==> src/rtl/tick_sched_pkg.sv <==
// rtl/tick_sched_pkg.sv - shared state enum, default constants and width helper for tick_scheduler
package tick_sched_pkg;

  localparam int unsigned DEF_PRESCALE = 50000;
  localparam int unsigned DEF_NCH      = 4;
  localparam int unsigned DEF_PER_W    = 16;

  typedef enum logic {
    ST_IDLE    = 1'b0,
    ST_PENDING = 1'b1
  } cfg_state_e;

  // Channel-select width never collapses to zero, even for a single channel.
  function automatic int unsigned ch_width(input int unsigned n);
    return (n > 1) ? $clog2(n) : 1;
  endfunction

endpackage

==> src/rtl/tick_scheduler_if.sv <==
// rtl/tick_scheduler_if.sv - channel configuration request/ready bundle
interface tick_scheduler_if #(
  parameter int unsigned NCH   = tick_sched_pkg::DEF_NCH,
  parameter int unsigned PER_W = tick_sched_pkg::DEF_PER_W
);

  localparam int unsigned CH_W = tick_sched_pkg::ch_width(NCH);

  logic             cfg_valid;
  logic             cfg_ready;
  logic [CH_W-1:0]  cfg_ch;
  logic [PER_W-1:0] cfg_period;
  logic             cfg_en;

  modport master (
    output cfg_valid,
    output cfg_ch,
    output cfg_period,
    output cfg_en,
    input  cfg_ready
  );

  modport slave (
    input  cfg_valid,
    input  cfg_ch,
    input  cfg_period,
    input  cfg_en,
    output cfg_ready
  );

endinterface

==> src/rtl/tick_sched_chan.sv <==
// rtl/tick_sched_chan.sv - one channel: enable, period, base-tick counter, tick pulse and square wave
module tick_sched_chan #(
  parameter int unsigned PER_W = 16
) (
  input  logic             clkin,
  input  logic             rst_n,
  input  logic             base_tick,
  input  logic             apply,
  input  logic             new_en,
  input  logic [PER_W-1:0] new_period,
  output logic             tick_o,
  output logic             clkout
);

  logic             en_q, en_d;
  logic [PER_W-1:0] per_q, per_d;
  logic [PER_W-1:0] c_q, c_d;
  logic             clkout_q, clkout_d;
  logic             tick_q, tick_d;
  logic             en_eff;

  always_comb begin
    en_eff   = new_en && (new_period != '0);
    en_d     = en_q;
    per_d    = per_q;
    c_d      = c_q;
    clkout_d = clkout_q;
    tick_d   = 1'b0;
    // A new configuration overrides any count that lands on the same edge.
    if (apply) begin
      en_d     = en_eff;
      per_d    = new_period;
      c_d      = '0;
      clkout_d = en_eff & clkout_q;
    end else if (base_tick && en_q) begin
      if (c_q == per_q - 1'b1) begin
        c_d      = '0;
        tick_d   = 1'b1;
        clkout_d = ~clkout_q;
      end else begin
        c_d = c_q + 1'b1;
      end
    end
  end

  always_ff @(posedge clkin) begin
    if (!rst_n) begin
      en_q     <= 1'b0;
      per_q    <= '0;
      c_q      <= '0;
      clkout_q <= 1'b0;
      tick_q   <= 1'b0;
    end else begin
      en_q     <= en_d;
      per_q    <= per_d;
      c_q      <= c_d;
      clkout_q <= clkout_d;
      tick_q   <= tick_d;
    end
  end

  assign tick_o = tick_q;
  assign clkout = clkout_q;

endmodule

==> src/rtl/tick_scheduler.sv <==
// rtl/tick_scheduler.sv - shared prescaler, single-slot config FSM and NCH tick channels
// Optional macro TICK_SCHED_IMMEDIATE_EN: apply pending config one cycle after acceptance.
module tick_scheduler
  import tick_sched_pkg::*;
#(
  parameter int unsigned PRESCALE = DEF_PRESCALE,
  parameter int unsigned NCH      = DEF_NCH,
  parameter int unsigned PER_W    = DEF_PER_W
) (
  input  logic               clkin,
  input  logic               rst_n,
  tick_scheduler_if.slave    cfg,
  output logic               base_tick,
  output logic [NCH-1:0]     tick_o,
  output logic [NCH-1:0]     clkout
);

  localparam int unsigned      PCNT_W    = $clog2(PRESCALE);
  localparam int unsigned      CH_W      = ch_width(NCH);
  localparam logic [PCNT_W-1:0] PCNT_LAST = PCNT_W'(PRESCALE - 1);

  logic [PCNT_W-1:0] pcnt_q, pcnt_d;

  cfg_state_e        state_q, state_d;
  logic              cfg_ready_q, cfg_ready_d;
  logic [CH_W-1:0]   pend_ch_q, pend_ch_d;
  logic [PER_W-1:0]  pend_period_q, pend_period_d;
  logic              pend_en_q, pend_en_d;
  logic              apply_now;

  assign base_tick = (pcnt_q == PCNT_LAST);

  always_comb begin
    pcnt_d = base_tick ? '0 : pcnt_q + 1'b1;
  end

`ifdef TICK_SCHED_IMMEDIATE_EN
  assign apply_now = (state_q == ST_PENDING);
`else
  assign apply_now = (state_q == ST_PENDING) && base_tick;
`endif

  always_comb begin
    state_d       = state_q;
    pend_ch_d     = pend_ch_q;
    pend_period_d = pend_period_q;
    pend_en_d     = pend_en_q;
    case (state_q)
      ST_IDLE: begin
        if (cfg.cfg_valid) begin
          pend_ch_d     = cfg.cfg_ch;
          pend_period_d = cfg.cfg_period;
          pend_en_d     = cfg.cfg_en;
          state_d       = ST_PENDING;
        end
      end
      ST_PENDING: begin
        if (apply_now) begin
          state_d = ST_IDLE;
        end
      end
      default: state_d = ST_IDLE;
    endcase
    cfg_ready_d = (state_d == ST_IDLE);
  end

  always_ff @(posedge clkin) begin
    if (!rst_n) begin
      pcnt_q        <= '0;
      state_q       <= ST_IDLE;
      cfg_ready_q   <= 1'b1;
      pend_ch_q     <= '0;
      pend_period_q <= '0;
      pend_en_q     <= 1'b0;
    end else begin
      pcnt_q        <= pcnt_d;
      state_q       <= state_d;
      cfg_ready_q   <= cfg_ready_d;
      pend_ch_q     <= pend_ch_d;
      pend_period_q <= pend_period_d;
      pend_en_q     <= pend_en_d;
    end
  end

  assign cfg.cfg_ready = cfg_ready_q;

  for (genvar i = 0; i < NCH; i++) begin : g_chan
    tick_sched_chan #(
      .PER_W(PER_W)
    ) u_chan (
      .clkin      (clkin),
      .rst_n      (rst_n),
      .base_tick  (base_tick),
      .apply      (apply_now && (pend_ch_q == CH_W'(i))),
      .new_en     (pend_en_q),
      .new_period (pend_period_q),
      .tick_o     (tick_o[i]),
      .clkout     (clkout[i])
    );
  end

endmodule

==> src/flat_wrapper.sv <==
// flat-port wrapper written by rule: the top's interface ports become plain ports
module tick_scheduler_flat import tick_sched_pkg::*;
#(
  parameter int unsigned PRESCALE = DEF_PRESCALE,
  parameter int unsigned NCH      = DEF_NCH,
  parameter int unsigned PER_W    = DEF_PER_W
)
  (clkin, rst_n, base_tick, tick_o, clkout, cfg_cfg_valid, cfg_cfg_ch, cfg_cfg_period, cfg_cfg_en, cfg_cfg_ready);
  tick_scheduler_if #(.NCH(NCH), .PER_W(PER_W)) cfg_i ();
  input  logic clkin;
  input  logic rst_n;
  output logic base_tick;
  output logic [NCH-1:0] tick_o;
  output logic [NCH-1:0] clkout;
  input wire logic [$bits(cfg_i.cfg_valid)-1:0] cfg_cfg_valid;
  input wire logic [$bits(cfg_i.cfg_ch)-1:0] cfg_cfg_ch;
  input wire logic [$bits(cfg_i.cfg_period)-1:0] cfg_cfg_period;
  input wire logic [$bits(cfg_i.cfg_en)-1:0] cfg_cfg_en;
  output wire logic [$bits(cfg_i.cfg_ready)-1:0] cfg_cfg_ready;
  assign cfg_i.cfg_valid = cfg_cfg_valid;
  assign cfg_i.cfg_ch = cfg_cfg_ch;
  assign cfg_i.cfg_period = cfg_cfg_period;
  assign cfg_i.cfg_en = cfg_cfg_en;
  assign cfg_cfg_ready = cfg_i.cfg_ready;
  tick_scheduler #(.PRESCALE(PRESCALE), .NCH(NCH), .PER_W(PER_W)) u_core (.clkin(clkin), .rst_n(rst_n), .cfg(cfg_i), .base_tick(base_tick), .tick_o(tick_o), .clkout(clkout));
endmodule
==> config.mk <==
export PLATFORM = sky130hd
export DESIGN_NAME = tick_scheduler_flat
export DESIGN_NICKNAME = d
export VERILOG_FILES = /design/src/rtl/tick_sched_pkg.sv /design/src/rtl/tick_scheduler_if.sv /design/src/rtl/tick_sched_chan.sv /design/src/rtl/tick_scheduler.sv /design/src/flat_wrapper.sv
export SDC_FILE = /design/constraint.sdc
export NUM_CORES = 1
export LEC_CHECK = 0
export CORE_UTILIZATION = 25
export CTS_CLUSTER_DIAMETER = 60
export DETAILED_ROUTE_END_ITERATION = 8
export PLACE_DENSITY = 0.5
export SETUP_SLACK_MARGIN = 0.2
export SLEW_MARGIN = 0
export SYNTH_ARGS = -nofsm -noshare
export SYNTH_HDL_FRONTEND = slang
export SYNTH_SLANG_ARGS = --single-unit
==> constraint.sdc <==
create_clock -name clkin -period 3.3 [get_ports clkin]
set_clock_uncertainty 0.2 [all_clocks]
set_input_delay 0.495 -clock clkin [delete_from_list [all_inputs] [get_ports clkin]]
set_output_delay 0.495 -clock clkin [all_outputs]
set_load 0.02 [all_outputs]
==> reports/qor_table.md <==
| Parameter | Reported |
|---|---|
| Result of the run | finished, final reports clean |
| Final count of negative-setup-slack endpoints | 0 |
| WHS Path Cells | 1 |
| # nets final | 1247 |
| Distinct cell type count of the synthesized netlist | 72 |
| Antenna viol nets, final | 0 |
| Proportion of register bits with asynchronous set or reset after synthesis | 0% |
| Gr busiest metal | met2 |
| Endpoint class of the critical path | primary output |
| Worst ir drop on vdd | 0.000393 V |
| Fraction of power consumed by sequential logic | 50.0% |
| Hold wc startpoint | u_core.pcnt_q[0] |
| Remaining design rule violation count | 0 |
| Most used flip-flop cell after synthesis | dfxtp_1 |
| Overall die width | 197 um |
| Number of diodes | 0 |
| Total GRT Usage | 13.1% |
| Nets in the synthesized netlist | 1223 |
| Vias per cell | 4.66 |
| Synthesized area per cell | 7.98 um2 |
| Final Wtd Congestion | 0.807 |
| Met1 track demand over resource | 17.9% |
| Via count of the first global-routing pass | 7603 |
| Category of the most critical setup path | reg -> out |
| Clock power share | 47.0% |
| Clk slew on worst S/H paths | 0.06 ns |
| Worst slew pin tran | 0.843 ns |
| Clock latency of the later-clocked register in the worst-skew pair | 0.44 ns |
| Share of post-route cells with drive strength above 1 | 9.52% |
| Met3 capacity usage during global routing | 2.75% |
| Worst hold path endpoint | u_core.pcnt_q[0] |
| Global-route wire length before repair | 40600 um |
| Final number of max-transition violations | 0 |
| Sequential area share after synthesis | 37.3% |
| Maximum buffer depth of the clock tree | 2 |
| Growth of design area from synthesis to finish | 17.6% |
| Clock tree from TritonCTS | done |
| Root Driver | clkbuf_16 |
| Number of DRC violations after detailed-routing iteration 0 | 521 |
| Highest-count cells in the layout ignoring fill and taps | nand2_1 (233), dfxtp_1 (177), nor2_1 (125), a21boi_0 (84), xnor2_1 (82) |
| Required time at the endpoint of the critical path | 2.60 ns |
| Post-synthesis cell count | 1192 |
| Core area | 37600 um2 |
| Combinational cell fraction of total power | 3.0% |
| Kind of launch point of the worst setup path | flop |
| Initial DRT Pass Iterations | 5 |
| Cell Area, Placed | 10500 um2 |
| Post-detail-place hpwl | 17400 um |
| Y dimension of the die | 197 um |
| Origin of the critical flop-to-flop path | u_core.pcnt_q[5] |
| Switching portion of total power | 23.0% |
| Max-Slew Margin vs Limit | 43.8% |
| Total via count after detailed routing | 8113 |
| R2R Setup Slk | 0.28 ns |
| Post-route minimum period | 3.04 ns |
| Cts bufs inserted | 17 |
| Routed len/inst | 14.3 um |
| Flip-flop and latch count after synthesis | 177 |
| Number of hold-slack violations in the final timing report | 0 |
| CTS H-tree lvls | 4 |
| Clock net sink count | 177 |
| Highest net fanout along the worst path | 10 |
| Total routed wirelength | 24800 um |
| Number of synthesized flops with an enable pin | 0 |
| Internal power component | 3.38 mW |
| Standby leakage power | 3.90 nW |
| Residual overflow from global routing | 0 |
| Die footprint | 38800 um2 |
| I/O Buffers | 31 |
| Antenna violations before repair | 0 |
| Ports | 32 |
| RR Endpoint | u_core.g_chan[0].u_chan.clkout |
| Util after Layout | 29.8% |
| Post-route cell area | 11200 um2 |
| Setup TNS | 0 ns |
| M2 GR Usage | 21.0% |
| Warnings, synthesis | 0 |
| Initial standard-cell utilization of the core | 25.3% |
| Most frequent standard cell in the layout excluding fill and tap cells | nand2_1 |
| Syn Std Cell Area | 9510 um2 |
| Number of cells on the worst reg-to-reg path | 8 |
| Switching pwr | 1.01 mW |
| Worst path arrival time | 2.35 ns |
| Power per unit of standard cell area | 392 nW/um2 |
| Count of maximum capacitance violations | 0 |
| Largest net degree at the start of global routing | 95 |
| Final clock period utilization by the worst path | 92.3% |
| Num rows | 71 |
| Unrepaired setup endpoints after global routing | yes |
| Peak Freq | 0.328 GHz |
| Worst min-delay path class | reg -> reg |
==> how the worst max path moves through the flow <==
stage	from	endpoint	slack, ns
3_5_place_dp	u_core.pcnt_q[11]	u_core.g_chan[1].u_chan.clkout	-0.14
3_3_place_gp	u_core.pcnt_q[11]	u_core.g_chan[1].u_chan.clkout	-0.08
6_report	u_core.pcnt_q[5]	base_tick	0.26
4_1_cts	u_core.pcnt_q[5]	u_core.g_chan[1].u_chan.clkout	0.08
2_1_floorplan	u_core.pcnt_q[11]	u_core.g_chan[3].u_chan.c_q[10]	0.31
5_1_grt	u_core.g_chan[1].u_chan.per_q[0]	u_core.g_chan[1].u_chan.clkout	0.14
==> cells in the mapped netlist, types with 5 or more instances <==
library cell | count | share of area [%]
nand3_1 | 21 | 1.1
nor2_1 | 125 | 4.9
buf_1 | 5 | 0.20
ha_1 | 9 | 1.2
dfxtp_1 | 177 | 37
mux2i_1 | 5 | 0.53
nand2_1 | 233 | 9.2
nor2b_1 | 6 | 0.39
xor2_1 | 64 | 5.9
o21ai_0 | 12 | 0.63
nand4_1 | 39 | 2.6
nand4b_1 | 5 | 0.46
a21oi_1 | 14 | 0.74
and3_1 | 19 | 1.2
inv_1 | 24 | 0.95
a21boi_0 | 84 | 6.6
or3_1 | 7 | 0.46
nand2b_1 | 6 | 0.39
buf_4 | 10 | 0.79
or4_1 | 12 | 0.95
a31oi_1 | 8 | 0.53
and2_1 | 13 | 0.86
or2_2 | 5 | 0.33
nor3_1 | 47 | 2.5
o31ai_1 | 11 | 0.87
clkbuf_1 | 49 | 1.9
nand3b_1 | 6 | 0.47
buf_2 | 6 | 0.32
xnor2_1 | 82 | 7.6
nor4_1 | 16 | 1.1
==> worst max-delay path: stages, from the launching register on <==
cell and delay [ns]:
dfxtp_1 0.34, or4b_4 0.60, nor4_4 0.34, buf_12 0.18, buf_4 0.12, dlygate4sd2_1 0.33
==> repair_timing <==
action | CTS | global route
hold buffers | 0 | 0
endpoints found under the setup margin | 38 | 70
pin swaps | 3 | 5
buffers inserted | 3 | 3
cloned | 0 | 0
resized for setup | 6 | 14
==> state kept, by name (all words and copies together), names as in the netlist, 2 cells and up <==
register	flops
u_core.g_chan.u_chan.c_q	64
u_core.g_chan.u_chan.per_q	64
u_core.g_chan.u_chan.tick_o	4
u_core.g_chan.u_chan.clkout	4
u_core.pend_period_q	16
u_core.pend_ch_q	2
u_core.g_chan.u_chan.en_q	4
u_core.pcnt_q	16
==> cell families (layout without fill, tap and decap cells) <==
| group | after synthesis | count (layout) | share of synthesized area [%] |
|---|---|---|---|
| and+or+nand+nor | 586 | 586 | 29.9 |
| DFF | 177 | 177 | 37.3 |
| AOI/OAI and AO/OA | 173 | 173 | 13.3 |
| xor gates and xnor gates | 146 | 146 | 13.4 |
| buffers and inverters | 94 | 131 | 4.18 |
| adders and majority gates | 9 | 9 | 1.18 |
| muxes | 7 | 7 | 0.763 |
==> layout make-up <==
| type | instances | area (um2) |
|---|---|---|
| inverter | 24 | 90.1 |
| tap | 511 | 639 |
| fill | 4047 | 26400 |
| clock buffer | 21 | 460 |
| multi-input combinational | 921 | 5670 |
| timing repair buffer | 75 | 659 |
| clock inverter | 11 | 128 |
| sequential | 177 | 3540 |
==> metal layers <==
layer  part of all wire, %  wire (um)
met5                     0          0
met2                    45      11200
met1                    50      12500
met3                   3.6        906
met4                  0.64        158
==> power by group through the flow <==
stage / Combinational, mW / Sequential, mW / Clock, mW
2_1_floorplan: 0.0757 / 2.22 / 0
3_3_place_gp: 0.134 / 2.24 / 0
3_5_place_dp: 0.133 / 2.24 / 0
4_1_cts: 0.134 / 2.19 / 2.12
5_1_grt: 0.144 / 2.19 / 2.22
6_report: 0.131 / 2.19 / 2.06
==> per-stage QoR <==
stage                     worst slack, ns  hold WS (ns)  power (mW)  std cells
after floorplan                     0.315         0.218        2.29       1192
after global placement            -0.0799         0.230        2.37       1702
after detailed placement           -0.141         0.239        2.37       1702
after CTS                          0.0816         0.254        4.45       1737
after global routing                0.140         0.273        4.55       1740
final                               0.256         0.250        4.38       1740
(Power assumes the default switching activity.)
